File: src/rtl/div_strobe_pkg.sv
// div_strobe_pkg: shared FSM state type and sample counter width for div_strobe_sampler.
package div_strobe_pkg;
  typedef enum logic [1:0] {IDLE, RUN, STOP} state_t;
  localparam int CNT_W = 16;
endpackage

File: src/rtl/div_strobe_fifo.sv
// div_strobe_fifo: small FIFO whose head output is registered and holds its last value when empty.
module div_strobe_fifo #(
  parameter int DATA_W = 2,
  parameter int DEPTH  = 4
) (
  input  logic              clk,
  input  logic              rst,
  input  logic              push,
  input  logic              pop,
  input  logic [DATA_W-1:0] din,
  output logic              full,
  output logic              empty,
  output logic [DATA_W-1:0] head
);
  localparam int AW = $clog2(DEPTH);
  logic [DATA_W-1:0] mem [DEPTH];
  logic [AW-1:0] rd, wr, rd_nxt;
  logic [AW:0] count, left;
  logic do_push, do_pop;
  assign full    = count == (AW+1)'(DEPTH);
  assign empty   = count == '0;
  assign do_pop  = pop && !empty;
  assign do_push = push && (!full || do_pop);
  assign left    = count - (AW+1)'(do_pop);
  assign rd_nxt  = rd + AW'(do_pop);
  always_ff @(posedge clk)
    if (do_push) mem[wr] <= din;
  // the push bypasses storage when it lands in an otherwise empty FIFO
  always_ff @(posedge clk or posedge rst)
    if (rst) begin
      rd    <= '0;
      wr    <= '0;
      count <= '0;
      head  <= '0;
    end else begin
      rd    <= rd_nxt;
      wr    <= wr + AW'(do_push);
      count <= left + (AW+1)'(do_push);
      if (left != '0) head <= mem[rd_nxt];
      else if (do_push) head <= din;
    end
endmodule

File: src/rtl/div_strobe_sampler.sv
// div_strobe_sampler: clock-enable divider producing sub_clk and sampling data_in on each rise into a FIFO.
// Define DIV_STROBE_LATE_SAMPLE_EN to defer each capture by one clk (post-update data).
module div_strobe_sampler
  import div_strobe_pkg::*;
#(
  parameter int DATA_W = 2,
  parameter int DIV_W  = 4,
  parameter int DEPTH  = 4
) (
  input  logic              clk,
  input  logic              rst,
  input  logic              en,
  input  logic [DIV_W-1:0]  half_period,
  input  logic [DATA_W-1:0] data_in,
  output logic              sub_clk,
  output logic              sub_rise,
  output logic              out_valid,
  input  logic              out_ready,
  output logic [DATA_W-1:0] out_data,
  output logic              overflow,
  input  logic              clr_ovf,
  output logic [CNT_W-1:0]  sample_cnt
);
  state_t state;
  logic [DIV_W-1:0] cnt, per;
  logic [DATA_W-1:0] cap_d;
  logic tc, rise, cap_v, full, empty, pop, accept;
  assign tc        = cnt == per;
  assign rise      = state == RUN && tc && !sub_clk;
  assign out_valid = !empty;
  assign pop       = out_ready && out_valid;
  assign accept    = cap_v && (!full || pop);
  // STOP only runs the divider while sub_clk is high, so it can never produce a rise
  always_ff @(posedge clk or posedge rst)
    if (rst) begin
      state    <= IDLE;
      cnt      <= '0;
      per      <= '0;
      sub_clk  <= 1'b0;
      sub_rise <= 1'b0;
    end else begin
      sub_rise <= rise;
      if (state == IDLE) begin
        cnt     <= '0;
        sub_clk <= 1'b0;
        if (en) begin
          state <= RUN;
          per   <= half_period;
        end
      end else if (state == RUN || sub_clk) begin
        cnt <= tc ? '0 : cnt + 1'b1;
        if (tc) sub_clk <= !sub_clk;
        if (state == RUN && !en) state <= STOP;
        else if (state == STOP && tc) state <= IDLE;
      end else begin
        cnt   <= '0;
        state <= IDLE;
      end
    end
`ifdef DIV_STROBE_LATE_SAMPLE_EN
  logic pend;
  always_ff @(posedge clk or posedge rst)
    if (rst) begin
      pend  <= 1'b0;
      cap_v <= 1'b0;
      cap_d <= '0;
    end else begin
      pend  <= rise;
      cap_v <= pend;
      if (pend) cap_d <= data_in;
    end
`else
  always_ff @(posedge clk or posedge rst)
    if (rst) begin
      cap_v <= 1'b0;
      cap_d <= '0;
    end else begin
      cap_v <= rise;
      if (rise) cap_d <= data_in;
    end
`endif
  always_ff @(posedge clk or posedge rst)
    if (rst) begin
      overflow   <= 1'b0;
      sample_cnt <= '0;
    end else begin
      if (cap_v && !accept) overflow <= 1'b1;
      else if (clr_ovf) overflow <= 1'b0;
      if (accept) sample_cnt <= sample_cnt + 1'b1;
    end
  div_strobe_fifo #(.DATA_W(DATA_W), .DEPTH(DEPTH)) u_fifo (
    .clk  (clk),
    .rst  (rst),
    .push (cap_v),
    .pop  (pop),
    .din  (cap_d),
    .full (full),
    .empty(empty),
    .head (out_data)
  );
endmodule

File: config.mk
export PLATFORM = sky130hd
export DESIGN_NAME = div_strobe_sampler
export DESIGN_NICKNAME = d
export VERILOG_FILES = /design/src/rtl/div_strobe_pkg.sv /design/src/rtl/div_strobe_fifo.sv /design/src/rtl/div_strobe_sampler.sv
export SDC_FILE = /design/constraint.sdc
export NUM_CORES = 1
export LEC_CHECK = 0
export ABC_CLOCK_PERIOD_IN_PS = 2350
export CAP_MARGIN = 5
export CORE_ASPECT_RATIO = 0.75
export CORE_MARGIN = 2
export CORE_UTILIZATION = 40
export DETAILED_ROUTE_END_ITERATION = 16
export SYNTH_ARGS = -nofsm -noshare
export SYNTH_HDL_FRONTEND = slang
export SYNTH_SLANG_ARGS = --single-unit
export TNS_END_PERCENT = 1
File: constraint.sdc
create_clock -name clk -period 2.35 [get_ports clk]
set_input_delay 0.5875 -clock clk [delete_from_list [all_inputs] [get_ports clk]]
set_output_delay 0.5875 -clock clk [all_outputs]
set_load 0.05 [all_outputs]
==> results of run 1 <==
-- registers in the layout, indices dropped and copies added (netlist names) --
register,cells
u_fifo.count,3
state,2
sub_clk,1
cap_d,2
per,4
u_fifo.head,2
sample_cnt,16
cnt,4
cap_v,1
overflow,1
u_fifo.rd,2
u_fifo.mem,8
u_fifo.wr,2
-- per-stage QoR --
step                TNS [ns]  worst slack [ns]  std cells  hold slack, ns
finish                     0             0.157        283           0.498
global route               0            0.0712        283           0.525
CTS                        0             0.137        283           0.500
detailed placement    -0.104           -0.0554        275           0.483
global placement           0           0.00602        275           0.459
floorplan                  0            0.0240        168           0.458
-- metal layers --
layer  share of wire [%]  routed length [um]
met1                  46                1790
met2                  49                1930
met3                 4.0                 156
met4                0.84                  33
met5                   0                   0
-- final cells by class --
class | instances | area [um^2]
Clock buffer | 5 | 68.8
Clock inverter | 3 | 45.0
Inverter | 9 | 33.8
Multi-Input combinational cell | 110 | 828
Fill cell | 420 | 2330
Sequential cell | 48 | 1240
Tap cell | 72 | 90.1
Timing Repair Buffer | 36 | 349
-- cell usage in the layout, fill, tap and decap left out, types with 2 or more instances in the layout --
cell type / synthesis / final
sky130_fd_sc_hd__dfrtp_1: 40 / 40
sky130_fd_sc_hd__clkdlybuf4s50_1: 0 / 31
sky130_fd_sc_hd__nand4_1: 4 / 4
sky130_fd_sc_hd__ha_1: 8 / 8
sky130_fd_sc_hd__nand2_1: 20 / 20
sky130_fd_sc_hd__nand3_1: 9 / 9
sky130_fd_sc_hd__nand2b_1: 3 / 3
sky130_fd_sc_hd__and2_1: 2 / 2
sky130_fd_sc_hd__edfxtp_1: 8 / 8
sky130_fd_sc_hd__mux4_2: 2 / 2
sky130_fd_sc_hd__a31oi_1: 2 / 2
sky130_fd_sc_hd__and3_1: 3 / 3
sky130_fd_sc_hd__clkbuf_8: 0 / 5
sky130_fd_sc_hd__nor2_1: 12 / 12
sky130_fd_sc_hd__and4_1: 2 / 2
sky130_fd_sc_hd__inv_1: 9 / 9
sky130_fd_sc_hd__a21o_2: 2 / 2
sky130_fd_sc_hd__mux2_4: 2 / 2
sky130_fd_sc_hd__mux2_2: 4 / 4
sky130_fd_sc_hd__buf_4: 1 / 4
sky130_fd_sc_hd__o21ai_0: 3 / 3
sky130_fd_sc_hd__nor3_1: 2 / 2
sky130_fd_sc_hd__xnor2_1: 16 / 16
sky130_fd_sc_hd__xor2_1: 9 / 9
-- worst paths after layout --
check                           cells after the start  slack, ns              to       startpoint
worst max-delay path                                1       0.16   sample_cnt[3]    sample_cnt[3]
worst min-delay path                                1       0.50    u_fifo.rd[1]     u_fifo.rd[1]
worst max register to register                      8       0.21  u_fifo.head[1]  u_fifo.count[1]
worst min register to register                      1       0.50    u_fifo.rd[1]     u_fifo.rd[1]
max in group asynchronous                           3       1.29          per[2]              rst
min in group asynchronous                           3       0.71          cnt[0]              rst
-- cell families (layout without fill, tap and decap cells) --
family | after synthesis | after routing | share of synthesized area, %
AOI/OAI and AO/OA | 7 | 7 | 2.13
xor gates and xnor gates | 25 | 25 | 10.4
adders and majority gates | 8 | 8 | 4.74
buffers and inverters | 10 | 53 | 1.96
DFF | 48 | 48 | 58.8
muxes | 8 | 8 | 5.69
and+or+nand+nor | 62 | 62 | 16.3
-- power breakdown --
group          total, mW  leakage (nW)  switching, mW  internal, mW
Clock              0.611        0.0591          0.290         0.322
Sequential          1.19         0.585          0.161          1.03
Combinational      0.798         0.517          0.440         0.358
Total               2.60          1.16          0.891          1.71
-- repair_timing --
action,CTS,global route
gates resized for setup,1,0
setup endpoints to repair,1,0
setup buffers,0,0
==> impl_summary.log, run 1 <==
[metrics] number of port buffers: 32
[metrics] most area-hungry cell type in the Yosys netlist: sky130_fd_sc_hd__dfrtp_1
[metrics] aggregate routed wire length: 3910 um
[metrics] number of buffers added by the clock tree synthesis step: 5
[metrics] area share of the largest cell type after synthesis: 47.4%
[metrics] vias post-DR: 1364
[metrics] count of antenna-violating nets left after detailed routing: 0
[metrics] die extent in x: 87.9 um
[metrics] M2 GR Usage: 24.6%
[metrics] capturing element type of the critical path: primary output
[metrics] fraction of layout cells with a size suffix above 1: 11.8%
[metrics] buffer type at the clock tree root: sky130_fd_sc_hd__clkbuf_8
[metrics] via count normalized by instance count: 4.82
[metrics] number of top-level design ports: 33
[metrics] Chip Height: 66.9 um
[metrics] buffering stage count on the worst path with inverters included: 1
[metrics] average routed wire per standard cell: 13.8 um
[metrics] Starting Density: 42.4%
[metrics] run status: finished, final reports clean
[metrics] Design Area, Final: 2660 um^2
[metrics] row count: 22
[metrics] number of buffers inserted for hold repair after clock tree synthesis: 0
[metrics] TritonCTS clock tree: yes
[metrics] last weighted congestion value of the routability-driven placer: 0.788
[metrics] Maximum Capacitance Violations: 0
[metrics] syn_nets: 187
[metrics] final-report hold violation count: 0
[metrics] worst clock skew: 0.0101 ns
[metrics] relative area change from synthesis to final layout: 25.8%
[metrics] global-route usage over all layers: 15.4%
[metrics] GR Overflow Total: 0
[metrics] via count of the first global-routing pass: 1416
[metrics] HPWL reported at the end of detailed placement: 2930 um
[metrics] sequential cell area fraction in the yosys report: 58.8%
[metrics] maximum number of pins on one net before global-route repair: 41
[metrics] Synth cell types: 27
[metrics] CTS sink cnt: 48
[metrics] number of antenna violations at the first check in global routing: 0
[metrics] Top delay family on crit path: buffers and inverters
[metrics] clock latency of the later-clocked register in the worst-skew pair: 0.30 ns
[metrics] RSZ-0062 raised after global routing: false
[metrics] total power divided by cell area: 978 nW/um^2
[metrics] count of flip-flops with a built-in enable after synthesis: 8
[metrics] Post-Synthesis Cell Area: 2110 um^2
[metrics] Final Core Density: 53.3%
[metrics] final count of pins violating max slew: 0
[metrics] overall die area: 5880 um^2
[metrics] register clock-pin slew on the reported worst setup and hold paths: 0.10 ns
[metrics] busiest layer in global routing: met2
[metrics] PnR Total Power: 2.60 mW
[metrics] part of the cycle the worst path needs: 93.3%
[metrics] cell-by-cell trace of the critical path: clkdlybuf4s50_1
[metrics] Top FF cell, synth: sky130_fd_sc_hd__dfrtp_1
[metrics] met1 GRT Util: 20.7%
[metrics] peak ir drop on the vdd network: 0.439 mV
[metrics] Max Freq: 456 MHz
[metrics] # DRC: 0
[metrics] H-tree depth: 2
[metrics] Synth Area per Inst: 12.6 um^2
[metrics] Worst EP arrival: 1.61 ns
[metrics] worst path required time: 1.76 ns
[metrics] number of nets in the layout: 229
[metrics] met3 usage in global routing: 4.46%
[metrics] worst slew slack as a fraction of its limit: 60.7%
[metrics] wire length of the first global-routing pass: 6870 um
[metrics] count of endpoints failing setup in the final report: 0
[metrics] number of buffers on the longest clock path: 2
[metrics] Leakage Power: 1.16 nW
[metrics] top post-synthesis cells by count: sky130_fd_sc_hd__dfrtp_1, sky130_fd_sc_hd__nand2_1, sky130_fd_sc_hd__xnor2_1, sky130_fd_sc_hd__nor2_1
[metrics] share of synthesized registers carrying an async set or reset: 83.3%
[metrics] number of warnings printed during yosys synthesis: 0
[metrics] critical path class: flop to primary output
[metrics] min cycle time layout: 2.19 ns
[metrics] Critical Path Max Stage Delay: 0.84 ns
[metrics] highest fanout seen on the critical path: 7
[metrics] core region area: 4980 um^2
[metrics] count of state elements after synthesis: 48
[metrics] standard cell area after detailed placement: 2540 um^2
[metrics] Post-Syn Instances: 168
[metrics] antenna fix cells: 0
[metrics] transition at the pin with the smallest max-transition slack: 0.587 ns
[metrics] violation count after the first detailed-routing iteration: 52
[metrics] kind of launch point of the worst setup path: flop
[metrics] most common cell in the synthesized netlist: sky130_fd_sc_hd__dfrtp_1
[metrics] detailed-routing iteration count for the pre-antenna-repair pass: 4
[metrics] ranking of synthesized cells by area: sky130_fd_sc_hd__dfrtp_1, sky130_fd_sc_hd__edfxtp_1, sky130_fd_sc_hd__xnor2_1
[metrics] slowest library cell on the worst path: sky130_fd_sc_hd__clkdlybuf4s50_1
[metrics] Worst Hold Class: flop to flop
Power figures use the tool's default switching activity.
==> run 2: changes to the inputs <==
- CORE_UTILIZATION: 40 -> 53
- CTS_CLUSTER_DIAMETER: default -> 30
- PLACE_DENSITY: default -> 0.79
==> impl_summary.log, run 2 (same netlist as run 1, synthesis figures left out) <==
[metrics] Chip Height: 58.7 um (was 66.9 um)
[metrics] worst path required time: 1.76 ns (about the same)
[metrics] H-tree depth: 2 (unchanged)
[metrics] register clock-pin slew on the reported worst setup and hold paths: 0.08 ns (was 0.10 ns)
[metrics] kind of launch point of the worst setup path: flop (unchanged)
[metrics] via count of the first global-routing pass: 1445 (was 1416)
[metrics] PnR Total Power: 2.47 mW (was 2.60 mW)
[metrics] violation count after the first detailed-routing iteration: 78 (was 52)
[metrics] number of cells on the worst reg-to-reg path: 8 (unchanged)
[metrics] Worst EP arrival: 1.59 ns (was 1.61 ns)
[metrics] # DRC: 0 (unchanged)
[metrics] transition at the pin with the smallest max-transition slack: 0.545 ns (was 0.587 ns)
[metrics] maximum number of pins on one net before global-route repair: 41 (unchanged)
[metrics] last weighted congestion value of the routability-driven placer: 0.754 (was 0.788)
[metrics] number of antenna violations at the first check in global routing: 0 (unchanged)
[metrics] min cycle time layout: 2.18 ns (was 2.19 ns)
[metrics] count of filler cells inserted in the layout: 285 (was 420)
[metrics] Starting Density: 56.6% (was 42.4%)
[metrics] critical path class: flop to primary output (unchanged)
[metrics] HPWL reported at the end of detailed placement: 2890 um (was 2930 um)
[metrics] relative area change from synthesis to final layout: 22.9% (was 25.8%)
[metrics] buffer type at the clock tree root: sky130_fd_sc_hd__clkbuf_8 (unchanged)
[metrics] Critical Path Max Stage Delay: 0.85 ns (was 0.84 ns)
[metrics] number of port buffers: 32 (unchanged)
[metrics] cell-by-cell trace of the critical path: clkdlybuf4s50_1 (unchanged)
[metrics] post-placement cell count: 255 (was 275)
[metrics] number of buffers on the longest clock path: 2 (unchanged)
[metrics] detailed-routing iteration count for the pre-antenna-repair pass: 4 (unchanged)
[metrics] peak ir drop on the vdd network: 0.497 mV (was 0.439 mV)
[metrics] fraction of layout cells with a size suffix above 1: 11.0% (was 11.8%)
[metrics] leading cell type in the layout, fill and taps excluded: sky130_fd_sc_hd__dfrtp_1 (unchanged)
[metrics] Worst Hold Class: flop to flop (unchanged)
[metrics] count of cell instances traversed by the critical path: 1 (unchanged)
[metrics] Maximum Capacitance Violations: 0 (unchanged)
[metrics] number of top-level design ports: 33 (unchanged)
[metrics] part of the cycle the worst path needs: 92.7% (was 93.3%)
[metrics] core region area: 3730 um^2 (was 4980 um^2)
[metrics] average routed wire per standard cell: 14.8 um (was 13.8 um)
[metrics] count of buffers added by post-CTS timing repair for setup: 0 (unchanged)
[metrics] total power divided by cell area: 950 nW/um^2 (was 978 nW/um^2)
[metrics] number of buffers added by the clock tree synthesis step: 5 (unchanged)
[metrics] count of endpoints failing setup in the final report: 0 (unchanged)
[metrics] Max Freq: 459 MHz (was 456 MHz)
[metrics] clock latency of the later-clocked register in the worst-skew pair: 0.29 ns (was 0.30 ns)
[metrics] Top delay family on crit path: buffers and inverters (unchanged)
[metrics] TritonCTS clock tree: yes (unchanged)
[metrics] global-route usage over all layers: 19.4% (was 15.4%)
[metrics] die extent in x: 76.9 um (was 87.9 um)
[metrics] run status: finished, final reports clean (unchanged)
[metrics] capturing element type of the critical path: primary output (unchanged)
[metrics] aggregate routed wire length: 3880 um (was 3910 um)
[metrics] Leakage Power: 1.14 nW (was 1.16 nW)
[metrics] slowest library cell on the worst path: sky130_fd_sc_hd__clkdlybuf4s50_1 (unchanged)
[metrics] non-filler cells, final: 262 (was 283)
[metrics] GR Overflow Total: 0 (unchanged)
[metrics] buffering stage count on the worst path with inverters included: 1 (unchanged)
[metrics] worst clock skew: 0.00725 ns (was 0.0101 ns)
[metrics] CTS sink cnt: 48 (unchanged)
[metrics] worst slew slack as a fraction of its limit: 63.5% (was 60.7%)
[metrics] vias post-DR: 1384 (was 1364)
[metrics] antenna fix cells: 0 (unchanged)
[metrics] highest fanout seen on the critical path: 7 (unchanged)
[metrics] row count: 19 (was 22)
[metrics] most used cells in the layout excluding fill and tap cells: sky130_fd_sc_hd__dfrtp_1, sky130_fd_sc_hd__clkdlybuf4s50_1, sky130_fd_sc_hd__nand2_1, sky130_fd_sc_hd__xnor2_1, sky130_fd_sc_hd__nor2_1 (unchanged)
[metrics] Reg with most FFs: sample_cnt (unchanged)
[metrics] RSZ-0062 raised after global routing: false (unchanged)
[metrics] wire length of the first global-routing pass: 6660 um (was 6870 um)
[metrics] number of nets in the layout: 229 (unchanged)
[metrics] hold depth: 1 (unchanged)
[metrics] count of antenna-violating nets left after detailed routing: 0 (unchanged)
[metrics] final-report hold violation count: 0 (unchanged)
[metrics] overall die area: 4510 um^2 (was 5880 um^2)
[metrics] max reg flops: 16 (unchanged)
[metrics] top flop regs: sample_cnt (16), u_fifo.mem (8) (unchanged)
[metrics] final count of pins violating max slew: 0 (unchanged)
[metrics] via count normalized by instance count: 5.28 (was 4.82)
## run 2: stage by stage
| step | setup TNS, ns | setup slack [ns] | util [%] | area [um^2] | hold slack [ns] |
|---|---|---|---|---|---|
| global route | 0 | 0.0687 | 69.5 | 2590 | 0.517 |
| finish | 0 | 0.171 | 69.5 | 2590 | 0.485 |
| detailed placement | -0.0423 | -0.0213 | 67.5 | 2520 | 0.489 |
| global placement | 0 | 0.0202 | 67.5 | 2520 | 0.459 |
| floorplan | 0 | 0.0240 | - | 2110 | 0.458 |
| CTS | 0 | 0.162 | 69.5 | 2590 | 0.502 |
## run 2: metal layers
| layer | vias to the layer above | wire length (um) | track usage, % |
|---|---|---|---|
| met5 | - | 0 | 0 |
| met4 | 0 | 52 | 8.57 |
| met3 | 7 | 157 | 5.21 |
| met2 | 32 | 2080 | 34.6 |
| met1 | 691 | 1590 | 22.6 |
| li1 | 654 | - | - |
## run 2: what timing repair did
item	CTS	global route
gates resized for setup	1	0
hold buffers	0	0
setup endpoints to repair	1	0
## run 2: final cells by class
cell class                 count  area, um^2  area share (%)
timing repair buffer          36         349            13.5
tap                           52        65.1            2.51
multi-input combinational    110         828            31.9
clock buffer                   6        72.6            2.80
clock inverter                 1        5.00           0.193
sequential                    48        1240            47.8
inverter                       9        33.8            1.30
## run 2: report_power, final
| part | leakage, nW | switching (mW) | internal (mW) |
|---|---|---|---|
| Clock | 0.0410 | 0.252 | 0.203 |
| Sequential | 0.585 | 0.163 | 1.03 |
| Combinational | 0.517 | 0.451 | 0.371 |
| Total | 1.14 | 0.866 | 1.60 |
## run 2: path summary, 6_finish.rpt
kind / from / to / slack [ns]
hold / removal: sample_cnt[15] / sample_cnt[15] / 0.49
setup / recovery: sample_cnt[3] / sample_cnt[3] / 0.17
max in group asynchronous: rst / u_fifo.wr[0] / 1.28
hold reg to reg: sample_cnt[15] / sample_cnt[15] / 0.49
setup reg to reg: u_fifo.count[1] / u_fifo.head[1] / 0.21
min in group asynchronous: rst / sample_cnt[5] / 0.71
